==> src/rtl/demux_1to8_seq_pkg.sv <==
// Shared constants and helpers for the 1-to-8 sequential demultiplexer.
// Width and way-count live here so the decoder and top agree.
package demux_1to8_seq_pkg;

  localparam int DEMUX_WAYS = 8;
  localparam int SEL_W      = 3;

  localparam logic [DEMUX_WAYS-1:0] MASK_ALL  = {DEMUX_WAYS{1'b1}};
  localparam logic [DEMUX_WAYS-1:0] MASK_NONE = '0;

  // Auto pointer advance; wraps 7 -> 0 through natural truncation.
  function automatic logic [SEL_W-1:0] ptr_next(input logic [SEL_W-1:0] p);
    return p + {{(SEL_W-1){1'b0}}, 1'b1};
  endfunction

endpackage

==> src/rtl/demux_1to8_seq_dec_3to8.sv <==
// Index-to-one-hot decoder with enable.
// The one-hot output is used both as Y write enables and as mask set enables.
module dec_3to8
  import demux_1to8_seq_pkg::*;
(
  input  logic                  en,
  input  logic [SEL_W-1:0]      sel,
  output logic [DEMUX_WAYS-1:0] onehot
);

  always_comb begin
    onehot = '0;
    if (en) begin
      onehot[sel] = 1'b1;
    end
  end

endmodule

==> src/rtl/demux_1to8_seq.sv <==
// Sequential 1-to-8 demultiplexer: routes one serial bit per load into Y,
// tracks which indices were written this frame, and pulses done on completion.
module demux_1to8_seq
  import demux_1to8_seq_pkg::*;
(
  input  logic                  clk,
  input  logic                  rst_n,
  input  logic                  D,
  input  logic                  S2,
  input  logic                  S1,
  input  logic                  S0,
  input  logic                  load,
  input  logic                  auto,
  input  logic                  clr,
  output logic [DEMUX_WAYS-1:0] Y,
  output logic [SEL_W-1:0]      ptr,
  output logic                  done,
  output logic [DEMUX_WAYS-1:0] w_mask_dbg
);

  // load is a one-cycle write strobe with no backpressure: every edge with
  // load=1 and clr=0 is accepted; there is no ready signal to wait on.

  logic [DEMUX_WAYS-1:0] y_q, y_d;
  logic [DEMUX_WAYS-1:0] w_q, w_d;
  logic [SEL_W-1:0]      ptr_q, ptr_d;
  logic                  done_q, done_d;

  logic [SEL_W-1:0]      dest;
  logic [DEMUX_WAYS-1:0] we;
  logic [DEMUX_WAYS-1:0] w_set;

  assign dest = auto ? ptr_q : {S2, S1, S0};

  dec_3to8 u_dec (
    .en     (load),
    .sel    (dest),
    .onehot (we)
  );

  assign w_set = w_q | we;

  always_comb begin
    y_d    = y_q;
    w_d    = w_q;
    ptr_d  = ptr_q;
    done_d = 1'b0;
    if (clr) begin
      y_d   = '0;
      w_d   = MASK_NONE;
      ptr_d = '0;
    end else if (load) begin
      y_d = (y_q & ~we) | ({DEMUX_WAYS{D}} & we);
      // Completing the frame clears the mask on the same edge that raises done.
      if (w_set == MASK_ALL) begin
        w_d    = MASK_NONE;
        done_d = 1'b1;
      end else begin
        w_d = w_set;
      end
      if (auto) begin
        ptr_d = ptr_next(ptr_q);
      end
    end
  end

  always_ff @(posedge clk or negedge rst_n) begin
    if (!rst_n) begin
      y_q    <= '0;
      w_q    <= MASK_NONE;
      ptr_q  <= '0;
      done_q <= 1'b0;
    end else begin
      y_q    <= y_d;
      w_q    <= w_d;
      ptr_q  <= ptr_d;
      done_q <= done_d;
    end
  end

  assign Y          = y_q;
  assign ptr        = ptr_q;
  assign done       = done_q;
  assign w_mask_dbg = w_q;

endmodule

==> config.mk <==
export PLATFORM = sky130hd
export DESIGN_NAME = demux_1to8_seq
export DESIGN_NICKNAME = d
export VERILOG_FILES = /design/src/rtl/demux_1to8_seq_pkg.sv /design/src/rtl/demux_1to8_seq_dec_3to8.sv /design/src/rtl/demux_1to8_seq.sv
export SDC_FILE = /design/constraint.sdc
export NUM_CORES = 1
export LEC_CHECK = 0
export ABC_AREA = 0
export CAP_MARGIN = 20
export CORE_MARGIN = 3
export CORE_UTILIZATION = 30
export DETAILED_ROUTE_END_ITERATION = 16
export MAX_ROUTING_LAYER = met4
export PLACE_DENSITY = 0.56
export SYNTH_ARGS = -nofsm -noshare
export SYNTH_HDL_FRONTEND = slang
export SYNTH_SLANG_ARGS = --single-unit
==> constraint.sdc <==
create_clock -name clk -period 3.67 [get_ports clk]
set_clock_uncertainty 0.2 [all_clocks]
set_input_delay 0.367 -clock clk [delete_from_list [all_inputs] [get_ports clk]]
set_output_delay 0.367 -clock clk [all_outputs]
set_load 0.05 [all_outputs]
==> out/metrics.cfg, run 1 <==
[outcome]
status=completed

[finish]
layout.nets=143
area_growth_pct=32.6
finish.instance_area_um2=1420
post-route-util_pct=41.7
layout_common_cells=clkdlybuf4s50_1 (28), dfrtp_1 (20), nor2_1 (20)
fin_cells=177
antennaDiodeCount=0
mostFrequentLayoutCell=clkdlybuf4s50_1
drive_above_1_share_pct=13.7

[sta]
setup-tns-final_ns=0
setup_viol=0
period_needed_ns=3.16
period_share_pct=86.0
hold_slack_ns=0.339
rsz0062_at_grt=false
worst_slew_pin_slew_ns=0.874
final-max-slew-violation-count=0
layout_setup_ws_ns=0.513
relSlewSlack_pct=41.5
hold_viol=0
max_freq_mhz=317

[place]
dp_hpwl_um=2000
portBuffers=28
place_area_um2=1390
dpl_worst_slack_ns=0.220
gp_congestion=0.883
dp_cells=174

[run]
cap_violations=0

[worst_setup_path]
worst-setup-path-type=primary input to flop
required_ns=3.65
crit_fanout=10
crit_chain=clkdlybuf4s50_1 -> mux2_4 -> nor4_2 -> a22oi_1 -> or4_1 -> o21bai_4 -> nor2_1
crit_family=simple AND/OR/NAND/NOR gates
slowest_stage=clkdlybuf4s50_1
crit_path_max_incr_delay_ns=0.77
cp.arrival_ns=3.13
crit_buf_inv=1
end_kind=flop
critPathLaunchType=primary input

[route]
dr_wl_met3_um=130
m1WireLength_um=1150
maxUsedRoutingLayer=met4
first_pass_iters=4
vias=932
vias_per_cell=5.27
drt_wl_total_um=2640
wl_per_cell_um=14.9
wl_met2_um=1340
drtIter0Drc=28
drc=0
postRouteAntennaNets=0

[global_route]
grt_pass1_vias=925
grt_antenna_before_repair=0
grt_overflow=0
track_usage_pct=13.6
grt_pass1_wl_um=4420
grt_start_max_net_pins=21

[yosys]
synth_top_area_cell=dfrtp_1
synth-seq-cells=20
syn_avg_cell_area_um2=10.5
syn_nets=112
synth_top_cell_area_share_pct=46.9
yosys.cell_types.count=23
yosysSeqAreaShare_pct=46.9
yosys_warnings=0
netlist_top_cells_area=dfrtp_1 (47%), nor2_1 (7.0%), mux2i_1 (6.6%)
syn_area_um2=1070
netlist_instances=102

[power]
p_leak_nw=0.577
internal-power_uw=295
switching_share_pct=29.0
clock_power_share_pct=24.2
p_switching_uw=121
vdd_drop_max_v=0.0000744
cellPowerDensity_nw_per_um2=294
power.total_uw=416
p_seq_share_pct=55.2
power_frac_comb_pct=20.6

[clocking]
clockRootBuffer=clkbuf_4
htreeDepth=1
cts_sinks=20
cts_tree=done
post-cts-setup-buffers=0
clk_path_buf_depth=2
clk_latency_ns=0.30
numCtsBuffers=3
clkTransAtPathRegs_ns=0.11
cts_hold_buf=0
cts.repair.resized=0

[die]
std_cell_rows=21
io_pins=29
start_util_pct=31.5
dieHeight_um=65.6
fp.dieW_um=65.6
coreArea_um2=3390
dieArea_um2=4310

[min_path]
min_path_type=flop to flop

-- power by group through the flow --
stage | registers, mW | logic, mW | clock network (mW)
4_1_cts | 0.230 | 0.0866 | 0.105
5_1_grt | 0.230 | 0.0925 | 0.116
3_3_place_gp | 0.234 | 0.0856 | 0
3_5_place_dp | 0.234 | 0.0860 | 0
6_report | 0.230 | 0.0858 | 0.101
2_1_floorplan | 0.249 | 0.0387 | 0
-- cell families (layout without fill, tap and decap cells) --
family / count (synthesis) / count (layout) / synth area share (%)
AND/OR/NAND/NOR: 40 / 40 / 18.3
multiplexers: 13 / 13 / 14.7
adder cells (fa/ha/maj): 1 / 1 / 1.17
XOR/XNOR: 2 / 2 / 1.64
flip-flops: 20 / 20 / 46.9
AO/OA/AOI/OAI: 20 / 20 / 13.7
buffers and inverters: 6 / 35 / 3.63
-- worst register-to-register path, stage by stage, from the launching register on --
cell and delay (ns):
dfrtp_1 0.46, mux2_4 0.31, nor4_2 0.43, a22oi_1 0.12, or4_1 0.70, o21bai_4 0.28
nor2_1 0.09
-- registers in the layout (all words and copies together), names as in the netlist --
register,cells
done,1
Y,8
w_mask_dbg,8
ptr,3
-- final timing paths --
kind                                                   to  slack, ns               start  cells after the start
worst max-delay path            w_mask_dbg[6]$_DFFE_PN0P_       0.51                auto                      7
worst min-delay path                     Y[4]$_DFFE_PN0P_       0.34    Y[4]$_DFFE_PN0P_                      2
worst max register to register  w_mask_dbg[6]$_DFFE_PN0P_       0.95  ptr[0]$_DFFE_PN0P_                      6
worst min register to register           Y[4]$_DFFE_PN0P_       0.34    Y[4]$_DFFE_PN0P_                      2
max in group asynchronous                Y[2]$_DFFE_PN0P_       2.37               rst_n                      1
min in group asynchronous                Y[6]$_DFFE_PN0P_       0.36               rst_n                      1
-- cells in the mapped netlist --
| master | count |
|---|---|
| or4_1 | 1 |
| nand3_1 | 2 |
| mux2i_1 | 7 |
| mux2_4 | 3 |
| xor2_1 | 2 |
| a22oi_1 | 2 |
| o21bai_4 | 1 |
| nand2_1 | 10 |
| nor3_1 | 3 |
| buf_6 | 2 |
| a31oi_1 | 8 |
| nor2_1 | 20 |
| clkbuf_1 | 2 |
| mux2i_2 | 3 |
| o41ai_1 | 2 |
| a41o_1 | 2 |
| nor4_2 | 4 |
| ha_1 | 1 |
| inv_2 | 1 |
| a21oi_1 | 4 |
| o21ai_0 | 1 |
| dfrtp_1 | 20 |
| buf_2 | 1 |
-- routing by layer --
layer / vias to the layer above / track usage [%]
li1: 431 / -
met1: 464 / 16.8
met2: 33 / 22.3
met3: 4 / 2.05
met4: 0 / 5.18
met5: - / -
-- cell type report --
| class | count | area, um^2 |
|---|---|---|
| fillers | 316 | 1970 |
| clock buffers | 3 | 22.5 |
| multi-input cells | 76 | 528 |
| repair buffers | 31 | 303 |
| inverters | 1 | 3.75 |
| well taps | 46 | 57.6 |
| flip-flops and latches | 20 | 500 |
Power figures use the tool's default switching activity.
==> inputs of run 2 (changes only) <==
Settings changed: DONT_BUFFER_PORTS from default to 1, PLACE_DENSITY 0.56 to 0.46.
==> run 2 against run 1 <==
Net effect:
- utilization shrank 7.1 points
- non-clock buffer count shrank 26
- via count shrank 13%
- highest routed layer unchanged
- largest cell class unchanged
- sequential power grew 7%
- final cell count shrank 14%
- sequential share of layout area grew 7.2 points
- count of clock-buffer cells in the layout grew 1
- largest power group unchanged
- setup slack gained 0.11 ns
- die area is the same
- first-iteration DRC count grew 18%
- critical path type is now flop to flop
- critical path depth shrank 1
- flip-flop and latch count is the same
==> out/metrics.cfg, run 2 (synthesis gave the netlist of run 1 again) <==
[min_path]
min_path_type=primary input to flop
min_to=Y[1]$_DFFE_PN0P_
holdPathStages=2
hold_start=D

[global_route]
grt_pass1_vias=821
grt_antenna_before_repair=0
grt_overflow=0
grt_pass1_wl_um=4260
grt_start_max_net_pins=21
track_usage_pct=13.4

[finish]
antennaDiodeCount=0
layout.nets=117
fin_cells=152
layout_common_cells=dfrtp_1 (20), nor2_1 (20), nand2_1 (10)
finish.instance_area_um2=1180
post-route-util_pct=34.7
drive_above_1_share_pct=15.1
area_growth_pct=10.2

[place]
gp_congestion=0.796
place_area_um2=1090
dp_cells=143
dpl_worst_slack_ns=0.640
portBuffers=0
dp_hpwl_um=1870

[sta]
setup-tns-final_ns=0
period_needed_ns=3.04
final-max-slew-violation-count=0
max_freq_mhz=328
period_share_pct=82.9
setup_viol=0
hold_slack_ns=0.0145
layout_setup_ws_ns=0.626
relSlewSlack_pct=39.7
worst_slew_pin_slew_ns=0.902
rsz0062_at_grt=false
hold_viol=0

[die]
fp.dieW_um=65.6
coreArea_um2=3390
start_util_pct=31.5
io_pins=29
dieHeight_um=65.6
std_cell_rows=21
dieArea_um2=4310

[clocking]
clkTransAtPathRegs_ns=0.13
cts_sinks=20
cts_tree=done
clk_latency_ns=0.31
htreeDepth=1
clockRootBuffer=clkbuf_4
post-cts-setup-buffers=0
clk_path_buf_depth=2
cts.repair.resized=0
numCtsBuffers=3

[power]
internal-power_uw=305
p_leak_nw=0.487
vdd_drop_max_v=0.000141
switching_share_pct=28.9
power.total_uw=429
clock_power_share_pct=31.3
p_seq_share_pct=57.5
power_frac_comb_pct=11.3
p_switching_uw=124
cellPowerDensity_nw_per_um2=365

[route]
drc=0
drtIter0Drc=33
wl_per_cell_um=17.3
vias=815
drt_wl_total_um=2630
vias_per_cell=5.36
postRouteAntennaNets=0
first_pass_iters=4

[worst_setup_path]
r2r_start=ptr[0]$_DFFE_PN0P_
required_ns=3.67
crit_family=simple AND/OR/NAND/NOR gates
crit_path_max_incr_delay_ns=0.75
crit_chain=mux2i_2 -> nor4_2 -> a21oi_1 -> or4_1 -> o21bai_4 -> nor2_1
r2r_cells=6
cp.arrival_ns=3.04
reg2reg_to=w_mask_dbg[6]$_DFFE_PN0P_
crit_fanout=10
crit_buf_inv=0
worst-setup-path-type=flop to flop
critPathLaunchType=flop
slowest_stage=dfrtp_1
rrSetupSlack_ns=0.63
end_kind=flop

[outcome]
status=completed

[run]
cap_violations=0

-- run 2: cell count changes in the layout (fill, tap and decap cells not counted), sizes merged --
| cell | previous run | this run |
|---|---|---|
| clkdlybuf4s50 | 28 | 0 |
| clkbuf | 3 | 4 |
| dlygate4sd3 | 0 | 5 |
| buf | 3 | 0 |
-- run 2: layer usage --
layer,track usage (%),routed length (um),vias up
li1,-,-,380
met1,16.2,1110,396
met2,21.9,1280,35
met3,3.76,223,4
met4,3.89,25,0
met5,-,0,-
-- run 2: how the worst max path moves through the flow --
stage,start,end,slack [ns],cells past startpoint
floorplan,ptr[0]$_DFFE_PN0P_,w_mask_dbg[0]$_DFFE_PN0P_,1.03,7
global placement,ptr[0]$_DFFE_PN0P_,w_mask_dbg[0]$_DFFE_PN0P_,0.66,6
detailed placement,ptr[0]$_DFFE_PN0P_,w_mask_dbg[6]$_DFFE_PN0P_,0.64,6
CTS,ptr[0]$_DFFE_PN0P_,w_mask_dbg[6]$_DFFE_PN0P_,0.61,6
global route,ptr[0]$_DFFE_PN0P_,w_mask_dbg[6]$_DFFE_PN0P_,0.46,6
finish,ptr[0]$_DFFE_PN0P_,w_mask_dbg[6]$_DFFE_PN0P_,0.63,6
-- run 2: layout make-up --
| type | count | area, um^2 |
|---|---|---|
| clock buffer | 4 | 36.3 |
| fill | 351 | 2210 |
| inverter | 1 | 3.75 |
| multi-input combinational | 76 | 528 |
| sequential | 20 | 500 |
| tap | 46 | 57.6 |
| timing repair buffer | 5 | 50.0 |
-- run 2: timing repair --
item,CTS,global route
hold endpoints to repair,32,0
endpoints found under the setup margin,0,0
hold buffers,5,0
-- run 2: power by group through the flow --
stage / Sequential (mW) / Combinational, mW / Clock, mW
after CTS: 0.247 / 0.0489 / 0.139
after global routing: 0.247 / 0.0540 / 0.152
after detailed placement: 0.251 / 0.0377 / 0
after floorplan: 0.249 / 0.0387 / 0
after global placement: 0.251 / 0.0378 / 0
final: 0.246 / 0.0484 / 0.134
==> inputs of run 3 (changes only) <==
Settings changed: PLACE_DENSITY 0.46 to 0.47.
Clock period 3.67 ns to 2.8 ns, I/O delays scaled along.
==> run 3 against run 2 <==
Net effect:
- flip-flop and latch count stayed put
- count of clock-buffer cells in the layout stayed put
- maximum frequency is 18% higher
- combinational power is 67% higher
- non-clock buffer count is 11 higher
- first-iteration DRC count is 12% lower
- register-to-register slack worse by 0.41 ns
- via count is 5.3% higher
- global-route usage is 0.23 points lower
- routed wire length is 1.2% higher
- power is 31% higher
- critical path depth stayed put
- largest power group unchanged
- highest routed layer unchanged
==> out/metrics.cfg, run 3 (synthesis gave the netlist of run 1 again) <==
[outcome]
status=completed

[clocking]
cts.repair.resized=0
clockRootBuffer=clkbuf_4
cts_tree=done
clkTransAtPathRegs_ns=0.12
htreeDepth=1
clk_path_buf_depth=2
numCtsBuffers=3
clk_latency_ns=0.30
cts_sinks=20

[route]
wl_per_cell_um=16.3
drc=0
postRouteAntennaNets=0
first_pass_iters=4
drt_wl_total_um=2660
vias=858
vias_per_cell=5.26
drtIter0Drc=29

[sta]
period_share_pct=92.2
max_freq_mhz=387
relSlewSlack_pct=40.3
period_needed_ns=2.58
setup-tns-final_ns=0
rsz0062_at_grt=false
hold_viol=0
final-max-slew-violation-count=0
worst_slew_pin_slew_ns=0.892
setup_viol=0

[global_route]
grt_overflow=0
grt_antenna_before_repair=0
track_usage_pct=13.2
grt_start_max_net_pins=21
grt_pass1_wl_um=4240
grt_pass1_vias=778

[place]
portBuffers=0
dp_cells=155
dp_hpwl_um=1910
gp_congestion=0.913
place_area_um2=1180

[die]
dieArea_um2=4310
coreArea_um2=3390
start_util_pct=31.5
dieHeight_um=65.6
std_cell_rows=21
fp.dieW_um=65.6
io_pins=29

[worst_setup_path]
end_kind=flop
worst-setup-path-type=flop to flop
reg2reg_to=w_mask_dbg[0]$_DFFE_PN0P_
cp.arrival_ns=2.57
r2r_start=ptr[1]$_DFFE_PN0P_
crit_path_max_incr_delay_ns=0.69
r2r_cells=6
rrSetupSlack_ns=0.22
slowest_stage=or4_1
required_ns=2.79
critPathLaunchType=flop
crit_chain=mux2i_2 -> a41o_1 -> a22oi_1 -> or4_1 -> o21bai_4 -> nor2_1
crit_fanout=10

[finish]
drive_above_1_share_pct=23.9
area_growth_pct=17.7
finish.instance_area_um2=1260
nFillCells=329
post-route-util_pct=37.1
layout.nets=128
layout_common_cells=dfrtp_1 (20), nor2_1 (20), buf_4 (12)
fin_cells=163
antennaDiodeCount=0

[run]
cap_violations=0

[min_path]
min_path_type=primary input to flop
min_to=ptr[2]$_DFFE_PN0P_
holdPathStages=3
hold_start=auto

[power]
p_leak_nw=0.553
vdd_drop_max_v=0.000254
cellPowerDensity_nw_per_um2=447
power.total_uw=562

-- run 3: layer usage --
layer / global-route usage, % / part of all wire [%]
met1: 18.1 / 47
met2: 19.4 / 45
met3: 4.27 / 6.6
met4: 2.07 / 0.94
met5: - / 0
-- run 3: area by class of cell --
cell class / count / area, um^2 / share of cell area (%)
clock buffer: 4 / 36.3 / 2.89
inverter: 1 / 3.75 / 0.299
multi-input combinational: 76 / 528 / 42.0
sequential: 20 / 500 / 39.8
tap: 46 / 57.6 / 4.58
timing repair buffer: 16 / 130 / 10.4
-- run 3: worst max path at each step --
stage,end,cells after the start,from,slack (ns)
after floorplan,w_mask_dbg[0]$_DFFE_PN0P_,7,ptr[0]$_DFFE_PN0P_,0.16
after global placement,w_mask_dbg[0]$_DFFE_PN0P_,6,ptr[1]$_DFFE_PN0P_,0.30
after detailed placement,w_mask_dbg[0]$_DFFE_PN0P_,6,ptr[1]$_DFFE_PN0P_,0.27
after CTS,w_mask_dbg[2]$_DFFE_PN0P_,6,ptr[1]$_DFFE_PN0P_,0.26
after global routing,w_mask_dbg[2]$_DFFE_PN0P_,6,ptr[1]$_DFFE_PN0P_,0.11
final,w_mask_dbg[0]$_DFFE_PN0P_,6,ptr[1]$_DFFE_PN0P_,0.22
-- run 3: power breakdown --
part	switching (mW)	internal [mW]	total [mW]
sequential	0.0182	0.294	0.313
combinational	0.0509	0.0300	0.0809
clock	0.0891	0.0792	0.168
-- run 3: timing repair --
| action | 4_1_cts | 5_1_grt |
|---|---|---|
| hold buffers | 4 | 0 |
| hold endpoints to repair | 40 | 0 |
| buffers inserted | 0 | 0 |
-- run 3: through the flow --
stage               setup slack, ns  hold slack [ns]
global placement              0.299           -0.215
floorplan                     0.155           -0.216
global route                  0.109           0.0584
detailed placement            0.269           -0.215
finish                        0.218           0.0471
CTS                           0.256           0.0375
-- run 3: worst max-delay path, delay by kind of cell, from the launching register on --
family           cells  cell delay, ns
AO/OA/AOI/OAI        3            0.61
flip-flops           1            0.45
multiplexers         1            0.44
AND/OR/NAND/NOR      2            0.77
